## config.mk

```make
export PLATFORM = sky130hd
export DESIGN_NAME = partition_scheduler
export DESIGN_NICKNAME = d
export VERILOG_FILES = /design/src/rtl/partition_scheduler.sv
export SDC_FILE = /design/constraint.sdc
export NUM_CORES = 1
export LEC_CHECK = 0
export CORE_UTILIZATION = 45
export DETAILED_ROUTE_END_ITERATION = 10
export DONT_BUFFER_PORTS = 1
export SYNTH_ARGS = -nofsm -noshare
export SYNTH_HDL_FRONTEND = slang
export SYNTH_SLANG_ARGS = --single-unit
```

## constraint.sdc

```tcl
create_clock -name clk -period 3.5 [get_ports clk]
set_input_delay 0.525 -clock clk [delete_from_list [all_inputs] [get_ports clk]]
set_output_delay 0.525 -clock clk [all_outputs]
set_load 0.05 [all_outputs]
```

## src/rtl/partition_scheduler.sv

```systemverilog
// Range scheduler for the quick-sort engine: splits the finished range at the pivot,
// stacks the non-trivial halves (larger first) and pops the next range. Optional: PARTITION_PEAK_DEPTH_EN.
module partition_scheduler #(
  parameter int K = 10,
  parameter int S = $clog2(K) + 1,
  parameter int D = K / 2
) (
  input  logic                   clk,
  input  logic                   reset,
  input  logic                   reset_mem,
  input  logic                   start_partition,
  input  logic [S-1:0]           pivot_idx,
  output logic [S-1:0]           cur_lo,
  output logic [S-1:0]           cur_hi,
  output logic                   finish_partition,
  output logic                   finish,
  output logic [$clog2(D+1)-1:0] depth,
  output logic                   overflow,
`ifdef PARTITION_PEAK_DEPTH_EN
  output logic [$clog2(D+1)-1:0] peak_depth,
`endif
  output logic                   range_err
);
  localparam int DW = $clog2(D + 1);
  localparam logic [DW-1:0] DEPTH_FULL = DW'(D);

  // Sequencing: strict one cycle per non-IDLE state, so the pulse latency is fixed.
  typedef enum logic [2:0] {S_IDLE, S_EVAL, S_PUSH_A, S_PUSH_B, S_POP} state_t;

  state_t           state_q, state_d;
  logic             start_d_q;
  logic [S-1:0]     p_q, p_d;
  logic [S-1:0]     a_lo_q, a_lo_d, a_hi_q, a_hi_d, b_lo_q, b_lo_d, b_hi_q, b_hi_d;
  logic             a_vld_q, a_vld_d, b_vld_q, b_vld_d;
  logic [S-1:0]     cur_lo_q, cur_lo_d, cur_hi_q, cur_hi_d;
  logic [DW-1:0]    depth_q, depth_d, top_idx;
  logic             ovf_q, ovf_d, err_q, err_d, fp_q, fp_d, fin_q, fin_d;
  logic [2*S-1:0]   stack_q [D];
  logic             push_req, stack_we;
  logic [2*S-1:0]   push_entry;
  logic [S:0]       lo_x, hi_x, p_x, left_len, right_len;
  logic             in_range, left_vld, right_vld;
`ifdef PARTITION_PEAK_DEPTH_EN
  logic [DW-1:0]    peak_q, peak_d;
`endif

  // Sub-range evaluation is done one bit wider so p=0 and p=K-1 cannot wrap.
  always_comb begin
    lo_x      = {1'b0, cur_lo_q};
    hi_x      = {1'b0, cur_hi_q};
    p_x       = {1'b0, p_q};
    in_range  = (p_x >= lo_x) && (p_x <= hi_x);
    left_vld  = in_range && (p_x >= lo_x + (S+1)'(2));
    right_vld = in_range && (hi_x >= p_x + (S+1)'(2));
    left_len  = p_x - lo_x;
    right_len = hi_x - p_x;
  end

  always_comb begin
    state_d    = state_q;
    p_d        = p_q;
    a_lo_d     = a_lo_q;
    a_hi_d     = a_hi_q;
    a_vld_d    = a_vld_q;
    b_lo_d     = b_lo_q;
    b_hi_d     = b_hi_q;
    b_vld_d    = b_vld_q;
    cur_lo_d   = cur_lo_q;
    cur_hi_d   = cur_hi_q;
    depth_d    = depth_q;
    ovf_d      = ovf_q;
    err_d      = err_q;
    fp_d       = 1'b0;
    fin_d      = 1'b0;
    push_req   = 1'b0;
    stack_we   = 1'b0;
    push_entry = '0;
    top_idx    = depth_q - DW'(1);
    case (state_q)
      S_IDLE: begin
        if (start_partition && !start_d_q) begin
          p_d     = pivot_idx;
          state_d = S_EVAL;
        end
      end
      S_EVAL: begin
        if (!in_range) err_d = 1'b1;
        if (left_len >= right_len) begin
          a_lo_d = cur_lo_q;          a_hi_d = p_q - S'(1); a_vld_d = left_vld;
          b_lo_d = p_q + S'(1);       b_hi_d = cur_hi_q;    b_vld_d = right_vld;
        end else begin
          a_lo_d = p_q + S'(1);       a_hi_d = cur_hi_q;    a_vld_d = right_vld;
          b_lo_d = cur_lo_q;          b_hi_d = p_q - S'(1); b_vld_d = left_vld;
        end
        state_d = S_PUSH_A;
      end
      S_PUSH_A: begin
        push_req   = a_vld_q;
        push_entry = {a_lo_q, a_hi_q};
        state_d    = S_PUSH_B;
      end
      S_PUSH_B: begin
        push_req   = b_vld_q;
        push_entry = {b_lo_q, b_hi_q};
        state_d    = S_POP;
      end
      S_POP: begin
        if (depth_q != '0) begin
          {cur_lo_d, cur_hi_d} = stack_q[top_idx];
          depth_d              = top_idx;
          fp_d                 = 1'b1;
        end else begin
          fin_d = 1'b1;
        end
        state_d = S_IDLE;
      end
      default: state_d = S_IDLE;
    endcase
    if (push_req) begin
      if (depth_q == DEPTH_FULL) begin
        ovf_d = 1'b1;
      end else begin
        stack_we = 1'b1;
        depth_d  = depth_q + DW'(1);
      end
    end
  end

`ifdef PARTITION_PEAK_DEPTH_EN
  assign peak_d     = (depth_q > peak_q) ? depth_q : peak_q;
  assign peak_depth = peak_q;
`endif

  always_ff @(posedge clk) begin
    start_d_q <= start_partition;
    if (reset || reset_mem) begin
      state_q  <= S_IDLE;
      p_q      <= '0;
      a_lo_q   <= '0;
      a_hi_q   <= '0;
      a_vld_q  <= 1'b0;
      b_lo_q   <= '0;
      b_hi_q   <= '0;
      b_vld_q  <= 1'b0;
      cur_lo_q <= '0;
      cur_hi_q <= S'(K - 1);
      depth_q  <= '0;
      ovf_q    <= 1'b0;
      err_q    <= 1'b0;
      fp_q     <= 1'b0;
      fin_q    <= 1'b0;
`ifdef PARTITION_PEAK_DEPTH_EN
      peak_q   <= '0;
`endif
    end else begin
      state_q  <= state_d;
      p_q      <= p_d;
      a_lo_q   <= a_lo_d;
      a_hi_q   <= a_hi_d;
      a_vld_q  <= a_vld_d;
      b_lo_q   <= b_lo_d;
      b_hi_q   <= b_hi_d;
      b_vld_q  <= b_vld_d;
      cur_lo_q <= cur_lo_d;
      cur_hi_q <= cur_hi_d;
      depth_q  <= depth_d;
      ovf_q    <= ovf_d;
      err_q    <= err_d;
      fp_q     <= fp_d;
      fin_q    <= fin_d;
`ifdef PARTITION_PEAK_DEPTH_EN
      peak_q   <= peak_d;
`endif
    end
  end

  // Stack contents need no reset: occupancy alone decides what is readable.
  always_ff @(posedge clk) begin
    if (stack_we && !(reset || reset_mem)) stack_q[depth_q] <= push_entry;
  end

  assign cur_lo           = cur_lo_q;
  assign cur_hi           = cur_hi_q;
  assign finish_partition = fp_q;
  assign finish           = fin_q;
  assign depth            = depth_q;
  assign overflow         = ovf_q;
  assign range_err        = err_q;
endmodule

```

==> impl_summary.log <==
[metrics] number of antenna violations at the first check in global routing: 0
[metrics] Clk pin slew, worst setup/hold paths: between 0.1 and 0.15 ns
[metrics] worst IR drop on VDD: between 0.3 and 0.4 mV
[metrics] I/O Buffers: 0
[metrics] TritonCTS clock tree: built
[metrics] Via density: about 5.5
[metrics] Area Overhead vs Synth: 7.683%
[metrics] Final setup viols: 0
[metrics] share of synthesized cell area in full adder, half adder and majority cells: 0.09673
[metrics] number of stages on the worst hold path: 0
[metrics] standard cell core area: ~11000 um^2
[metrics] flip-flop and latch count after synthesis: 98
[metrics] die outline area: approximately 11000 um^2
[metrics] post-synthesis area per instance: about 11 um^2
[metrics] YS warnings: 0
[metrics] parity-gate share of the synthesized area counting xor and xnor cells: 0.03174
[metrics] first-pass GRT wire length: 17.55 mm
[metrics] deepest clock path buffer count: 2
[metrics] total number of vias: about 3.2k
[metrics] HPWL Detailed: 7.788 mm
[metrics] final max-slew violation count: 0
[metrics] Crit Reg-Reg Startpoint: p_q[0]
[metrics] Crit path arrival time: 3.38 ns
[metrics] Die W: about 110 um
[metrics] total negative slack: 0 ns
[metrics] routed length per placed instance: between 15 and 20 um
[metrics] first element of the critical path: p_q[0]
[metrics] result of the run: finished, final reports clean
[metrics] switching power summed over all nets: 0.5020 mW
[metrics] power share of the clock group: 0.344
[metrics] multiplexer area fraction after synthesis: 0.1219
[metrics] dominant combinational cell family by area after synthesis: multiplexers
[metrics] number of cells traversed by the worst register-to-register path: 14
[metrics] Ports: 26
[metrics] clock buffer count from CTS: 9
[metrics] setup repair after global routing missed its margin: no
[metrics] Synth Area in Simple Gates: 0.09118
[metrics] cell with the largest stage delay on the worst path: sky130_fd_sc_hd__fa_1
[metrics] crit path max fanout: 28
[metrics] final wirelength: 10.59 mm
[metrics] synthesized area: between 4000 and 5000 um^2
[metrics] count of hold-fix buffers inserted at cts: 0
[metrics] Syn Inst Count: roughly 430
[metrics] Pre-antenna DRT Iters: 4
[metrics] switching share of power: 0.2478
[metrics] library cells used by synthesis: 47
[metrics] post-synthesis net count: approximately 480
[metrics] clock latency at the later pin of the worst-skew pair: 0.37 ns
[metrics] cell-internal power: around 1.5 mW
[metrics] leakage power: approximately 1.9 nW
[metrics] CP required: 3.72 ns
[metrics] hold slack final: 0.1710 ns
[metrics] Storage cell area: between 2000 and 2500 um^2
[metrics] Finished Cell Area: approximately 5300 um^2
[metrics] worst hold path type: input pin to register
[metrics] Logic pwr share: 0.063
[metrics] Post-CTS Setup Bufs: 0
[metrics] endpoints failing hold: 0
[metrics] Placement Rows: 37
[metrics] share of layout cells above drive strength 1: 0.1163
[metrics] number of max-capacitance violations reported: 0
[metrics] Slew Limit Headroom: 0.5161
[metrics] crit-path cells: inv_1 > ha_1 > inv_1 > fa_1 > a21o_1 > a21oi_1 > xnor2_1 > ha_1 > nor4_1 > o21ai_1 > a31oi_2 > buf_12 > a2bb2oi_1 > o22ai_1
[metrics] Sinks on Clock Net: about 100
[metrics] Fmax achieved: 0.3170 GHz
[metrics] Post-synth EDFFs: 50
[metrics] end-of-flow core utilization: 0.5090
[metrics] post-route fraction of the period consumed by the critical path: 0.9014
[metrics] Fin Clk Skew: between 0.015 and 0.02 ns
[metrics] GPL Wtd Cong: ~0.85
[metrics] Remaining Overflow, GRT: 0
[metrics] area post-placement: between 5000 and 6000 um^2
[metrics] Synth Area in Compound Gates: 0.1161
[metrics] type of origin of the critical path: register
[metrics] die extent in y: 107.1 um
[metrics] starting density of the core: 0.4727
[metrics] startpoint of the most critical hold path: start_partition
[metrics] iteration-0 DRC count of the detailed router: 148
[metrics] # diodes: 0
[metrics] most instantiated flip-flop cell in the synthesis netlist: sky130_fd_sc_hd__edfxtp_1
[metrics] filler cell count: approximately 920
[metrics] ys async rst share: 0
[metrics] maximum number of pins on one net before global-route repair: 33
[metrics] number of DRC violations after detailed routing: 0
[metrics] overall routing resource usage: 0.2032
[metrics] critical path start-end classification: register to register
[metrics] area used by multi-input combinational logic: between 2000 and 2500 um^2
[metrics] Largest stage delay, worst path: approximately 0.43 ns
[metrics] type of element capturing the critical path: register
[metrics] register area share after synthesis: 0.4957
[metrics] power density normalized to cell area: around 380 nW/um^2
[metrics] crit path time final: between 3 and 4 ns
[metrics] number of H-tree levels: 3
[metrics] Final ANT Viol Nets: 0
[metrics] number of cells upsized or downsized after cts: 0
[metrics] slew at the pin with the worst max-slew slack: 0.7248 ns
[metrics] count of nets after finishing: about 490
[metrics] sequential group share of total power: 0.594
[metrics] clock tree root driver cell: sky130_fd_sc_hd__clkbuf_8
[metrics] via count of the first global-routing pass: around 3.2k
-- Yosys cell counts, drive strengths merged, types with 2 or more instances --
master | instances | share of area
edfxtp | 50 | 0.30
dfxtp | 48 | 0.19
mux2i | 38 | 0.077
nand2 | 33 | 0.025
nor2 | 33 | 0.025
ha | 32 | 0.081
inv | 22 | 0.017
o21ai | 20 | 0.020
a21oi | 17 | 0.017
xnor2 | 13 | 0.023
buf | 12 | 0.018
a211oi | 11 | 0.018
a21o | 11 | 0.017
clkbuf | 11 | 0.012
mux4 | 10 | 0.045
nand3 | 8 | 0.0081
nor3 | 8 | 0.0081
o22ai | 8 | 0.010
a31oi | 5 | 0.0063
xor2 | 5 | 0.0088
a2bb2oi | 4 | 0.0071
and2 | 4 | 0.0050
fa | 4 | 0.016
nand2b | 4 | 0.0050
o211ai | 3 | 0.0045
a22oi | 2 | 0.0030
and3 | 2 | 0.0025
nor2b | 2 | 0.0025
nor4 | 2 | 0.0025
o21a | 2 | 0.0030
-- power groups by stage --
stage | clock [mW] | combinational (mW) | sequential (mW)
after floorplan | 0 | 0.109 | 1.23
after global placement | 0 | 0.124 | 1.23
after detailed placement | 0 | 0.126 | 1.23
after CTS | 0.712 | 0.126 | 1.20
after global routing | 0.766 | 0.140 | 1.20
final | 0.696 | 0.127 | 1.20
-- metal layers --
metal	vias up	wire length (um)	global-route usage
met5	-	0	0
met4	0	153	0.06164
met3	11	406	0.03526
li1	1588	-	-
met2	52	4985	0.3304
met1	1545	5044	0.2773
-- critical path, delay by kind of cell (launching register included) --
kind / cells / cell delay, ns
and+or+nand+nor: 1 / 0.18
DFF: 1 / 0.37
xor gates and xnor gates: 1 / 0.09
adders and majority gates: 3 / 0.86
AOI/OAI and AO/OA: 6 / 1.01
buffers and inverters: 3 / 0.48
-- flip-flops by register name, indices dropped and copies added, names as in the netlist --
signal / cells
a_hi_q: 5
a_lo_q: 5
a_vld_q: 1
b_hi_q: 5
b_lo_q: 5
b_vld_q: 1
cur_hi: 5
cur_lo: 5
depth: 3
finish: 1
finish_partition: 1
overflow: 1
p_q: 5
range_err: 1
stack_q: 50
start_d_q: 1
state_q: 3
-- stage by stage --
step	instances	setup WS, ns	total power [mW]
6_report	583	0.3451	2.026
5_1_grt	583	0.05743	2.110
4_1_cts	583	0.3866	2.041
3_5_place_dp	567	0.4035	1.355
3_3_place_gp	567	0.4855	1.353
2_1_floorplan	433	0.3734	1.337
-- logic make-up after synthesis --
| kind of cell | after synthesis |
|---|---|
| buffers and inverters | 45 |
| AOI/OAI and AO/OA | 88 |
| DFF | 98 |
| adders and majority gates | 36 |
| muxes | 48 |
| and+or+nand+nor | 100 |
| xor gates and xnor gates | 18 |
-- area by class of cell --
type                    count  area share
clock inverters             7     0.01123
repair buffers             21     0.03181
well taps                 136     0.03181
inverters                  22     0.01544
clock buffers               9     0.02316
flip-flops and latches     98      0.4604
multi-input cells         290      0.4262
-- cells in the final DEF, fill, tap and decap left out, types with 2 or more instances in the layout --
cell	Yosys	layout
sky130_fd_sc_hd__a21o_1	11	11
sky130_fd_sc_hd__clkinv_4	0	2
sky130_fd_sc_hd__o22ai_1	8	8
sky130_fd_sc_hd__nor3_1	8	8
sky130_fd_sc_hd__fa_1	4	4
sky130_fd_sc_hd__and2_1	4	4
sky130_fd_sc_hd__inv_8	0	2
sky130_fd_sc_hd__a31oi_1	5	4
sky130_fd_sc_hd__xnor2_1	13	13
sky130_fd_sc_hd__a21oi_1	17	17
sky130_fd_sc_hd__xor2_1	5	5
sky130_fd_sc_hd__a2bb2oi_1	4	4
sky130_fd_sc_hd__buf_4	3	20
sky130_fd_sc_hd__nor2b_1	2	2
sky130_fd_sc_hd__o21ai_1	4	4
sky130_fd_sc_hd__o21a_1	2	2
sky130_fd_sc_hd__nand2b_1	4	4
sky130_fd_sc_hd__inv_1	22	22
sky130_fd_sc_hd__clkbuf_8	2	9
sky130_fd_sc_hd__nand3_1	8	8
sky130_fd_sc_hd__o21ai_0	16	16
sky130_fd_sc_hd__a22oi_1	2	2
sky130_fd_sc_hd__ha_1	32	32
sky130_fd_sc_hd__nor2_1	32	32
sky130_fd_sc_hd__mux2i_1	38	38
sky130_fd_sc_hd__and3_1	2	2
sky130_fd_sc_hd__a211oi_1	10	10
sky130_fd_sc_hd__mux4_2	10	10
sky130_fd_sc_hd__nor4_1	2	2
sky130_fd_sc_hd__edfxtp_1	50	50
sky130_fd_sc_hd__nand2_1	33	33
sky130_fd_sc_hd__dfxtp_1	48	48
sky130_fd_sc_hd__o211ai_1	3	3
-- path summary, 6_finish.rpt --
check	to	slack, ns
max	a_lo_q[4]	0.35
min	start_d_q	0.17
min reg2reg	a_lo_q[0]	0.46
max reg2reg	a_lo_q[4]	0.35
No activity file was read; power rests on OpenSTA's default activity.
